File: config.mk
export PLATFORM = sky130hd
export DESIGN_NAME = dma_priority_arbiter
export DESIGN_NICKNAME = d
export VERILOG_FILES = /design/src/rtl/dma_pkg.sv /design/src/rtl/dma_priority_encoder.sv /design/src/rtl/dma_priority_arbiter.sv
export SDC_FILE = /design/constraint.sdc
export NUM_CORES = 1
export LEC_CHECK = 0
export CAP_MARGIN = 25
export CORE_UTILIZATION = 25
export CTS_CLUSTER_SIZE = 8
export DETAILED_ROUTE_END_ITERATION = 7
export GPL_TIMING_DRIVEN = 0
export MAX_ROUTING_LAYER = met4
export PLACE_DENSITY_LB_ADDON = 0.05
export SYNTH_ARGS = -nofsm -noshare
export SYNTH_HDL_FRONTEND = slang
export SYNTH_SLANG_ARGS = --single-unit
export TNS_END_PERCENT = 50
File: constraint.sdc
create_clock -name CLOCK -period 2.1 [get_ports CLOCK]
set_input_delay 0.63 -clock CLOCK [delete_from_list [all_inputs] [get_ports CLOCK]]
set_output_delay 0.63 -clock CLOCK [all_outputs]
set_load 0.02 [all_outputs]
File: src/rtl/dma_pkg.sv
// Shared types and constants for the 8237A-5 DMA priority arbiter.
// Optional feature macro: DMA_ROTATE_PRIORITY_EN (rotating priority support).
package dma_pkg;

  localparam int NUM_CH = 4;

  typedef logic [1:0]        ch_idx_t;
  typedef logic [NUM_CH-1:0] ch_vec_t;

  // Arbiter/handshake sequencer states
  typedef enum logic [2:0] {
    IDLE    = 3'd0,
    REQ     = 3'd1,
    GRANT   = 3'd2,
    SERVICE = 3'd3,
    RELEASE = 3'd4
  } arb_state_t;

  // CMD_DREQ_SENSE encodings
  localparam logic DREQ_SENSE_ACT_HIGH = 1'b0;
  localparam logic DREQ_SENSE_ACT_LOW  = 1'b1;

  // CMD_DACK_SENSE encodings
  localparam logic DACK_SENSE_ACT_LOW  = 1'b0;
  localparam logic DACK_SENSE_ACT_HIGH = 1'b1;

  // Effective request: hardware DREQ normalised to active-high and masked,
  // merged with software requests; a disabled controller sees nothing.
  function automatic ch_vec_t eff_req(input ch_vec_t dreq,
                                      input ch_vec_t mask,
                                      input ch_vec_t sw_req,
                                      input logic    dreq_sense,
                                      input logic    disable_ctl);
    ch_vec_t hw;
    hw = (dreq ^ {NUM_CH{dreq_sense}}) & ~mask;
    return disable_ctl ? '0 : (hw | sw_req);
  endfunction

endpackage

File: src/rtl/dma_priority_encoder.sv
// Rotating-start priority encoder: the search begins at i_ptr and wraps,
// the first set request wins. With i_ptr = 0 it is a fixed ch0-highest encoder.
module dma_priority_encoder
  import dma_pkg::*;
(
  input  ch_vec_t i_req,
  input  ch_idx_t i_ptr,
  output ch_vec_t o_gnt,
  output ch_idx_t o_idx,
  output logic    o_any
);

  // Scan from lowest to highest priority so the highest-priority hit is written last
  always_comb begin
    ch_idx_t cand;
    // NOTE: every output gets a default before the loop; otherwise paths with no hit would infer latches.
    o_gnt = '0;
    o_idx = '0;
    o_any = 1'b0;
    cand  = '0;
    for (int i = NUM_CH - 1; i >= 0; i--) begin
      cand = i_ptr + ch_idx_t'(i);
      if (i_req[cand]) begin
        o_gnt       = '0;
        o_gnt[cand] = 1'b1;
        o_idx       = cand;
        o_any       = 1'b1;
      end
    end
  end

endmodule

File: src/rtl/dma_priority_arbiter.sv
// DMA channel request arbiter and HRQ/HLDA bus-handshake sequencer.
// Optional feature macro: DMA_ROTATE_PRIORITY_EN. When undefined, CMD_ROT is
// ignored, no priority pointer exists and priority is fixed (ch0 highest).
module dma_priority_arbiter
  import dma_pkg::*;
(
  input  logic    CLOCK,
  input  logic    RESET_N,
  input  ch_vec_t DREQ,
  input  ch_vec_t MASK,
  input  ch_vec_t SW_REQ,
  input  logic    CMD_DISABLE,
  input  logic    CMD_ROT,
  input  logic    CMD_DREQ_SENSE,
  input  logic    CMD_DACK_SENSE,
  input  logic    HLDA,
  input  logic    SVC_DONE,
  output logic    HRQ,
  output ch_vec_t DACK,
  output logic    START,
  output ch_idx_t GNT_CH,
  output logic    GNT_VALID
);

  arb_state_t r_state, w_state_nxt;
  logic       r_hrq, w_hrq_nxt;
  logic       r_start, w_start_nxt;
  logic       r_gnt_valid, w_gnt_valid_nxt;
  ch_idx_t    r_gnt_ch, w_gnt_ch_nxt;
  ch_vec_t    r_grant, w_grant_nxt;

  ch_vec_t    w_ereq;
  ch_idx_t    w_ptr;
  ch_vec_t    w_enc_gnt;
  ch_idx_t    w_enc_idx;
  logic       w_enc_any;

  assign w_ereq = eff_req(DREQ, MASK, SW_REQ, CMD_DREQ_SENSE, CMD_DISABLE);

`ifdef DMA_ROTATE_PRIORITY_EN
  ch_idx_t r_ptr, w_ptr_nxt;
  assign w_ptr = CMD_ROT ? r_ptr : '0;
`else
  logic w_unused_rot;
  assign w_unused_rot = CMD_ROT;
  assign w_ptr        = '0;
`endif

  dma_priority_encoder u_enc (
    .i_req (w_ereq),
    .i_ptr (w_ptr),
    .o_gnt (w_enc_gnt),
    .o_idx (w_enc_idx),
    .o_any (w_enc_any)
  );

  // Next-state and next-output decode for the handshake sequencer
  always_comb begin
    w_state_nxt     = r_state;
    w_hrq_nxt       = r_hrq;
    w_start_nxt     = 1'b0;
    w_gnt_valid_nxt = r_gnt_valid;
    w_gnt_ch_nxt    = r_gnt_ch;
    w_grant_nxt     = r_grant;
`ifdef DMA_ROTATE_PRIORITY_EN
    w_ptr_nxt       = r_ptr;
`endif
    unique case (r_state)
      IDLE: begin
        if (w_enc_any) begin
          w_state_nxt = REQ;
          w_hrq_nxt   = 1'b1;
        end
      end
      REQ: begin
        if (HLDA && w_enc_any) begin
          w_state_nxt     = GRANT;
          w_start_nxt     = 1'b1;
          w_gnt_valid_nxt = 1'b1;
          w_gnt_ch_nxt    = w_enc_idx;
          w_grant_nxt     = w_enc_gnt;
        end else if (HLDA) begin
          w_state_nxt = RELEASE;
          w_hrq_nxt   = 1'b0;
        end else if (!w_enc_any) begin
          w_state_nxt = IDLE;
          w_hrq_nxt   = 1'b0;
        end
      end
      GRANT: begin
        // START is a single pulse; the grant is now frozen until service ends
        w_state_nxt = SERVICE;
      end
      SERVICE: begin
        if (!HLDA) begin
          // CPU took the bus back: abort without touching the priority pointer
          w_state_nxt     = IDLE;
          w_hrq_nxt       = 1'b0;
          w_gnt_valid_nxt = 1'b0;
          w_grant_nxt     = '0;
        end else if (SVC_DONE) begin
`ifdef DMA_ROTATE_PRIORITY_EN
          if (CMD_ROT) begin
            w_ptr_nxt = r_gnt_ch + ch_idx_t'(1);
          end
`endif
          w_state_nxt     = RELEASE;
          w_hrq_nxt       = 1'b0;
          w_gnt_valid_nxt = 1'b0;
          w_grant_nxt     = '0;
        end
      end
      RELEASE: begin
        // Hold off new requests until the CPU has dropped HLDA
        if (!HLDA) begin
          w_state_nxt = IDLE;
        end
      end
      default: begin
        w_state_nxt     = IDLE;
        w_hrq_nxt       = 1'b0;
        w_gnt_valid_nxt = 1'b0;
        w_grant_nxt     = '0;
      end
    endcase
  end

  // State and registered-output update
  always_ff @(posedge CLOCK or negedge RESET_N) begin
    if (!RESET_N) begin
      r_state     <= IDLE;
      r_hrq       <= 1'b0;
      r_start     <= 1'b0;
      r_gnt_valid <= 1'b0;
      r_gnt_ch    <= '0;
      r_grant     <= '0;
    end else begin
      // NOTE: non-blocking assignments so every register samples pre-edge values.
      r_state     <= w_state_nxt;
      r_hrq       <= w_hrq_nxt;
      r_start     <= w_start_nxt;
      r_gnt_valid <= w_gnt_valid_nxt;
      r_gnt_ch    <= w_gnt_ch_nxt;
      r_grant     <= w_grant_nxt;
    end
  end

`ifdef DMA_ROTATE_PRIORITY_EN
  // Rotating-priority pointer: channel that gets first look next arbitration
  always_ff @(posedge CLOCK or negedge RESET_N) begin
    if (!RESET_N) begin
      r_ptr <= '0;
    end else begin
      r_ptr <= w_ptr_nxt;
    end
  end
`endif

  assign HRQ       = r_hrq;
  assign START     = r_start;
  assign GNT_VALID = r_gnt_valid;
  assign GNT_CH    = r_gnt_ch;
  // Polarity applied combinationally so a sense change takes effect at once
  assign DACK      = r_grant ^ {NUM_CH{~CMD_DACK_SENSE}};

endmodule

==> results of run 1 <==
==> registers in the layout, summed over array words and instances (netlist names) <==
register	flops
GNT_CH	2
START	1
r_grant	4
HRQ	1
r_state	3
GNT_VALID	1
==> path summary, 6_finish.rpt <==
check	from	to	slack (ns)	depth (start not counted)
setup / recovery	DREQ[1]	GNT_VALID$_DFFE_PN0P_	0.11	6
min in group asynchronous	RESET_N	GNT_CH[0]$_DFFE_PN0P_	0.71	1
setup reg to reg	r_state[1]$_DFFE_PN0P_	GNT_VALID$_DFFE_PN0P_	0.39	5
hold / removal	GNT_CH[0]$_DFFE_PN0P_	GNT_CH[0]$_DFFE_PN0P_	0.51	1
hold reg to reg	GNT_CH[0]$_DFFE_PN0P_	GNT_CH[0]$_DFFE_PN0P_	0.51	1
max in group asynchronous	RESET_N	r_grant[2]$_DFFE_PN0P_	1.04	1
==> placed cells by master (no fill, tap or decap), drive strengths merged, types with 3 or more instances in the layout <==
cell and instances:
nand2 6, nor3 3, nor2b 3, inv 5
clkbuf 7, a21oi 15, o21ai 3, buf 8
dlygate4sd2 5, clkdlybuf4s50 20, dfrtp 12, nor2 7
xor2 4, xnor2 4
==> through the flow <==
stage	util	hold WS, ns	cells
2_1_floorplan	-	0.334	84
3_3_place_gp	0.379	0.488	151
3_5_place_dp	0.379	0.489	151
4_1_cts	0.400	0.511	159
5_1_grt	0.407	0.535	161
6_report	0.407	0.505	161
==> power by group through the flow <==
stage,Sequential [mW],Clock (mW),Combinational (mW)
after detailed placement,0.360,0,0.630
after global placement,0.359,0,0.629
after CTS,0.356,0.192,0.628
after global routing,0.370,0.199,0.698
after floorplan,0.407,0,0.349
final,0.356,0.184,0.635
==> cell families after synthesis <==
family                 count (synthesis)  synth area share
AO/OA/AOI/OAI                         28             0.286
XOR/XNOR                               8            0.0890
buffers and inverters                 10            0.0541
multiplexers                           1            0.0143
flip-flops                            12             0.382
AND/OR/NAND/NOR                       25             0.175
==> per-layer routing <==
layer	vias to the layer above	global-route usage	share of wire
met5	-	-	0
met4	0	0.0204	0.0038
met3	2	0.0424	0.038
met2	17	0.176	0.42
met1	329	0.176	0.53
li1	363	-	-
==> repair_timing <==
action / 4_1_cts / 5_1_grt
buffers inserted: 4 / 2
gates resized for setup: 5 / 1
pin swaps: 4 / 3
endpoints found under the setup margin: 12 / 8
==> area by class of cell <==
cell class                 instances  area [sq um]  share of cell area
buffer                             5          23.8              0.0203
tap                               42          52.6              0.0449
inverter                           5          18.8              0.0160
timing repair buffer              31           289               0.247
sequential                        12           300               0.256
clock buffer                       4          36.3              0.0310
multi-input combinational         62           450               0.385
==> worst max-delay path: stages <==
cell             delay (ns)
clkdlybuf4s50_1        0.41
xor2_1                 0.19
a21oi_2                0.23
o2111ai_4              0.19
o31ai_4                0.36
a22o_1                 0.18
==> metrics.txt, run 1 <==
post-synthesis instance area=between 700 and 800 sq um; Final Setup Violations=0; Final min period=between 1.5 and 2 ns; core outline area=0.00288 sq mm; Max-Cap Viols=0; Avg Inst Size Synth=roughly 9.4 sq um; syn nets=104; power share of the combinational group=0.540; # fillers=about 300; outcome=complete, no violations; largest net degree at the start of global routing=13; pre-CTS setup slack=-0.442 ns; Max Clock Freq=about 0.5 GHz; peak supply drop=0.585 mV; GP Congestion=roughly 0.7; Reg power frac=0.303; Sw Pwr=0.471 mW; All-Layer GR Usage=0.125; Final Hold Viols=0; initial antenna violation count=0; first-pass GRT wire length=3100 um; total CTS buffers=3; Avg WL per Cell=between 10 and 15 um; Leak Pwr=0.489 nW; Die ar.=around 0.0034 sq mm; maximum fanout along the worst path=5; Syn-to-layout area delta=48.8%; hpwl dp=1350 um; Die Wd=58.1 um; internal power=roughly 0.7 mW; clk_lat worst skew=between 0.2 and 0.3 ns; TritonRoute pass-1 iters=2; count of final max-slew check failures=0; clock group share of total power=0.157; I/O pin total=29; arrival time worst endpoint=approximately 2.2 ns; fraction of layout instances using a drive strength above 1=0.176; RSZ-0062 raised after global routing=true; row count=19; clock buffer depth=2; clock skew=roughly 0.0028 ns; Yosys cell types=30; hold buffer count at CTS=0; setup tns final=0 ns; Post-Syn Instances=84; share of the synthesized area in the top cell type=0.382; Placed Area=roughly 0.0011 sq mm; sequential area share after synthesis=0.382; vias in the first global route=700; Routed Antenna Nets=0; WP data required=~2.3 ns; final wirelength=1850 um; Diodes inserted=0; Async S/R FF share, synth=1.00; GRT overflow=0; Design Area, Final=0.00117 sq mm; CTS H-tree depth=1; CP endpoint kind=register; Post-synth EDFFs=0; leading register cell type out of synthesis=dfrtp_1; Tcrit/Tclk final=0.949; Remaining DRCs=0; Slew HR=0.601; Setup crit start kind=input pin; yosys warns=0; CP Class=in2reg; switching portion of total power=0.401; final worst slack=approximately 0.11 ns; worst hold path class=reg2reg; most frequent cell after synthesis=dfrtp_1; CTS Sinks=12; Slew @ Worst Pin=about 0.6 ns; largest cells by area after synthesis=dfrtp_1 38%, a21oi_1 6.4%, a21oi_2 5.6%; FF+latch count, synth=12; Worst-path clk slew=0.08 ns; power per cell area=about 1000 mW/mm^2; Port Buffers=25; Final Net Count=140; cell taking the most area after synthesis=dfrtp_1; Die Span Y=around 58 um; Starting DRT DRC Count=11; routed vias/inst=4.42; Initial Utilization=0.274; total power=1.17 mW; routed vias=roughly 710; commonest cells in the netlist=12 x dfrtp_1, 10 x a21oi_1, 7 x nor2_1; Clock Root Buffer=clkbuf_4; CTS tree=done
(Power assumes the default switching activity.)
==> inputs of run 2 (changes only) <==
- CAP_MARGIN: 25 -> unset
- SKIP_CTS_REPAIR_TIMING: unset -> 1
==> metrics.txt, run 2 (synthesis results as in run 1) <==
outcome=complete, no violations; worst hold path class=reg2reg; initial antenna violation count=0 (unchanged); Setup crit start kind=input pin; maximum fanout along the worst path=5 (unchanged); Syn-to-layout area delta=52.3%; Layout Utilization=0.417 (+0.00957); WHS Path Cells=1 (unchanged); Non-Filler Instances=159 (-1.2%); Diodes inserted=0 (unchanged); Slew @ Worst Pin=0.617 ns (+0.0189 ns); R2R Path Start=r_state[1]$_DFFE_PN0P_; hpwl dp=1350 um (unchanged); arrival time worst endpoint=2.19 ns (about the same); FF+latch area=300 sq um (unchanged); CTS Sinks=12 (unchanged); most common cell after layout, fill and taps aside=clkdlybuf4s50_1; Max Clock Freq=0.505 GHz (+0.58%); Starting DRT DRC Count=10 (-1); CP endpoint kind=register; peak supply drop=0.588 mV (+0.52%); count of final max-slew check failures=0 (unchanged); fraction of layout instances using a drive strength above 1=0.179 (+0.00302); Die Wd=58.1 um (unchanged); clk_lat worst skew=0.27 ns (about the same); Die ar.=0.00338 sq mm (unchanged); Routed Antenna Nets=0 (unchanged); WP data required=2.31 ns (about the same); vias in the first global route=685 (-2.1%); total CTS buffers=3 (unchanged); Tcrit/Tclk final=0.943 (-0.00552); GRT overflow=0 (unchanged); Slew HR=0.589 (-0.0126); Final min period=1.98 ns (-0.0116 ns); CTS tree=done; power per cell area=994 mW/mm^2 (-0.93%); Placed Cells=151 (unchanged); row count=19 (unchanged); I/O pin total=29 (unchanged); hold endpoint=GNT_CH[0]$_DFFE_PN0P_; flop-to-flop setup slack=0.38 ns (about the same); Leak Pwr=0.532 nW (+8.9%); Remaining DRCs=0 (unchanged); Clock Root Buffer=clkbuf_4; clock skew=0.00203 ns (-0.000798 ns); All-Layer GR Usage=0.122 (-0.00338); Final Net Count=138 (-1.4%); CP Class=in2reg; hold_sp=GNT_CH[0]$_DFFE_PN0P_; Worst-path clk slew=0.08 ns (about the same); largest net degree at the start of global routing=13 (unchanged); Die Span Y=58.1 um (unchanged); Final Setup Violations=0 (unchanged); core outline area=0.00288 sq mm (unchanged); Max-Cap Viols=0 (unchanged); CTS H-tree depth=1 (unchanged); final wirelength=1780 um (-4.0%); worst r2r path cells=5 (unchanged); commonest non-fill, non-tap cells in the layout=19 x clkdlybuf4s50_1, 12 x dfrtp_1, 10 x a21oi_1; Final Hold Viols=0 (unchanged); routed vias=713 (+0.28%); clock buffer depth=2 (unchanged); Avg WL per Cell=11.2 um (-2.8%); setup tns final=0 ns (unchanged); Multi-input gate area=472 sq um (+4.7%); routed vias/inst=4.48 (+1.5%); # fillers=302 (-0.66%); TritonRoute pass-1 iters=4 (+2); first-pass GRT wire length=3020 um (-2.5%); Reg-to-Reg End=r_grant[0]$_DFFE_PN0P_; Top reg by flops=r_grant; GP Congestion=0.715 (unchanged); Initial Utilization=0.274 (unchanged); Port Buffers=25 (unchanged); max reg flops=4 (unchanged)
[run 2: cell type report]
type                       count  area share
tap                           42      0.0438
inverter                       5      0.0157
clock buffer                   4      0.0303
buffer                         5      0.0198
timing repair buffer          29       0.246
sequential                    12       0.251
multi-input combinational     62       0.394
[run 2: power by group]
group	internal [mW]	leakage (nW)	switching [mW]
Sequential	0.315	0.153	0.0408
Combinational	0.298	0.358	0.354
Clock	0.105	0.0210	0.0776
Total	0.718	0.532	0.473
[run 2: per-stage QoR]
step / power (mW) / hold WS, ns / setup slack (ns) / area [sq um]
finish: 1.19 / 0.506 / 0.119 / 1200
global route: 1.28 / 0.535 / -0.00246 / 1200
CTS: 1.18 / 0.511 / -0.179 / 1130
detailed placement: 0.990 / 0.489 / -0.442 / 1090
global placement: 0.988 / 0.488 / -0.427 / 1090
floorplan: 0.757 / 0.334 / 0.281 / 787
[run 2: worst max path at each step]
stage | endpoint | startpoint | cells past startpoint | slack, ns
after floorplan | DACK[0] | CMD_DACK_SENSE | 2 | 0.28
after global placement | GNT_VALID$_DFFE_PN0P_ | CMD_DREQ_SENSE | 6 | -0.43
after detailed placement | GNT_VALID$_DFFE_PN0P_ | CMD_DREQ_SENSE | 6 | -0.44
after CTS | DACK[1] | CMD_DACK_SENSE | 3 | -0.18
after global routing | GNT_VALID$_DFFE_PN0P_ | DREQ[3] | 6 | -0.002
final | GNT_VALID$_DFFE_PN0P_ | DREQ[2] | 6 | 0.12
[run 2: layer usage]
metal	wire, um	part of all wire	global-route usage
met1	914	0.51	0.172
met2	776	0.44	0.169
met3	79	0.044	0.0424
met4	7	0.0039	0.0204
met5	0	0	-
[run 2: critical path: stages]
cell and delay [ns]:
clkdlybuf4s50_1 0.41, xor2_1 0.15, a21oi_2 0.25, o2111ai_4 0.20, o31ai_4 0.36, a22o_1 0.18
==> inputs of run 3 (changes only) <==
- SKIP_CTS_REPAIR_TIMING: 1 -> unset
==> results of run 3 <==
Final layout, timing and power as in run 1 (identical DEF).
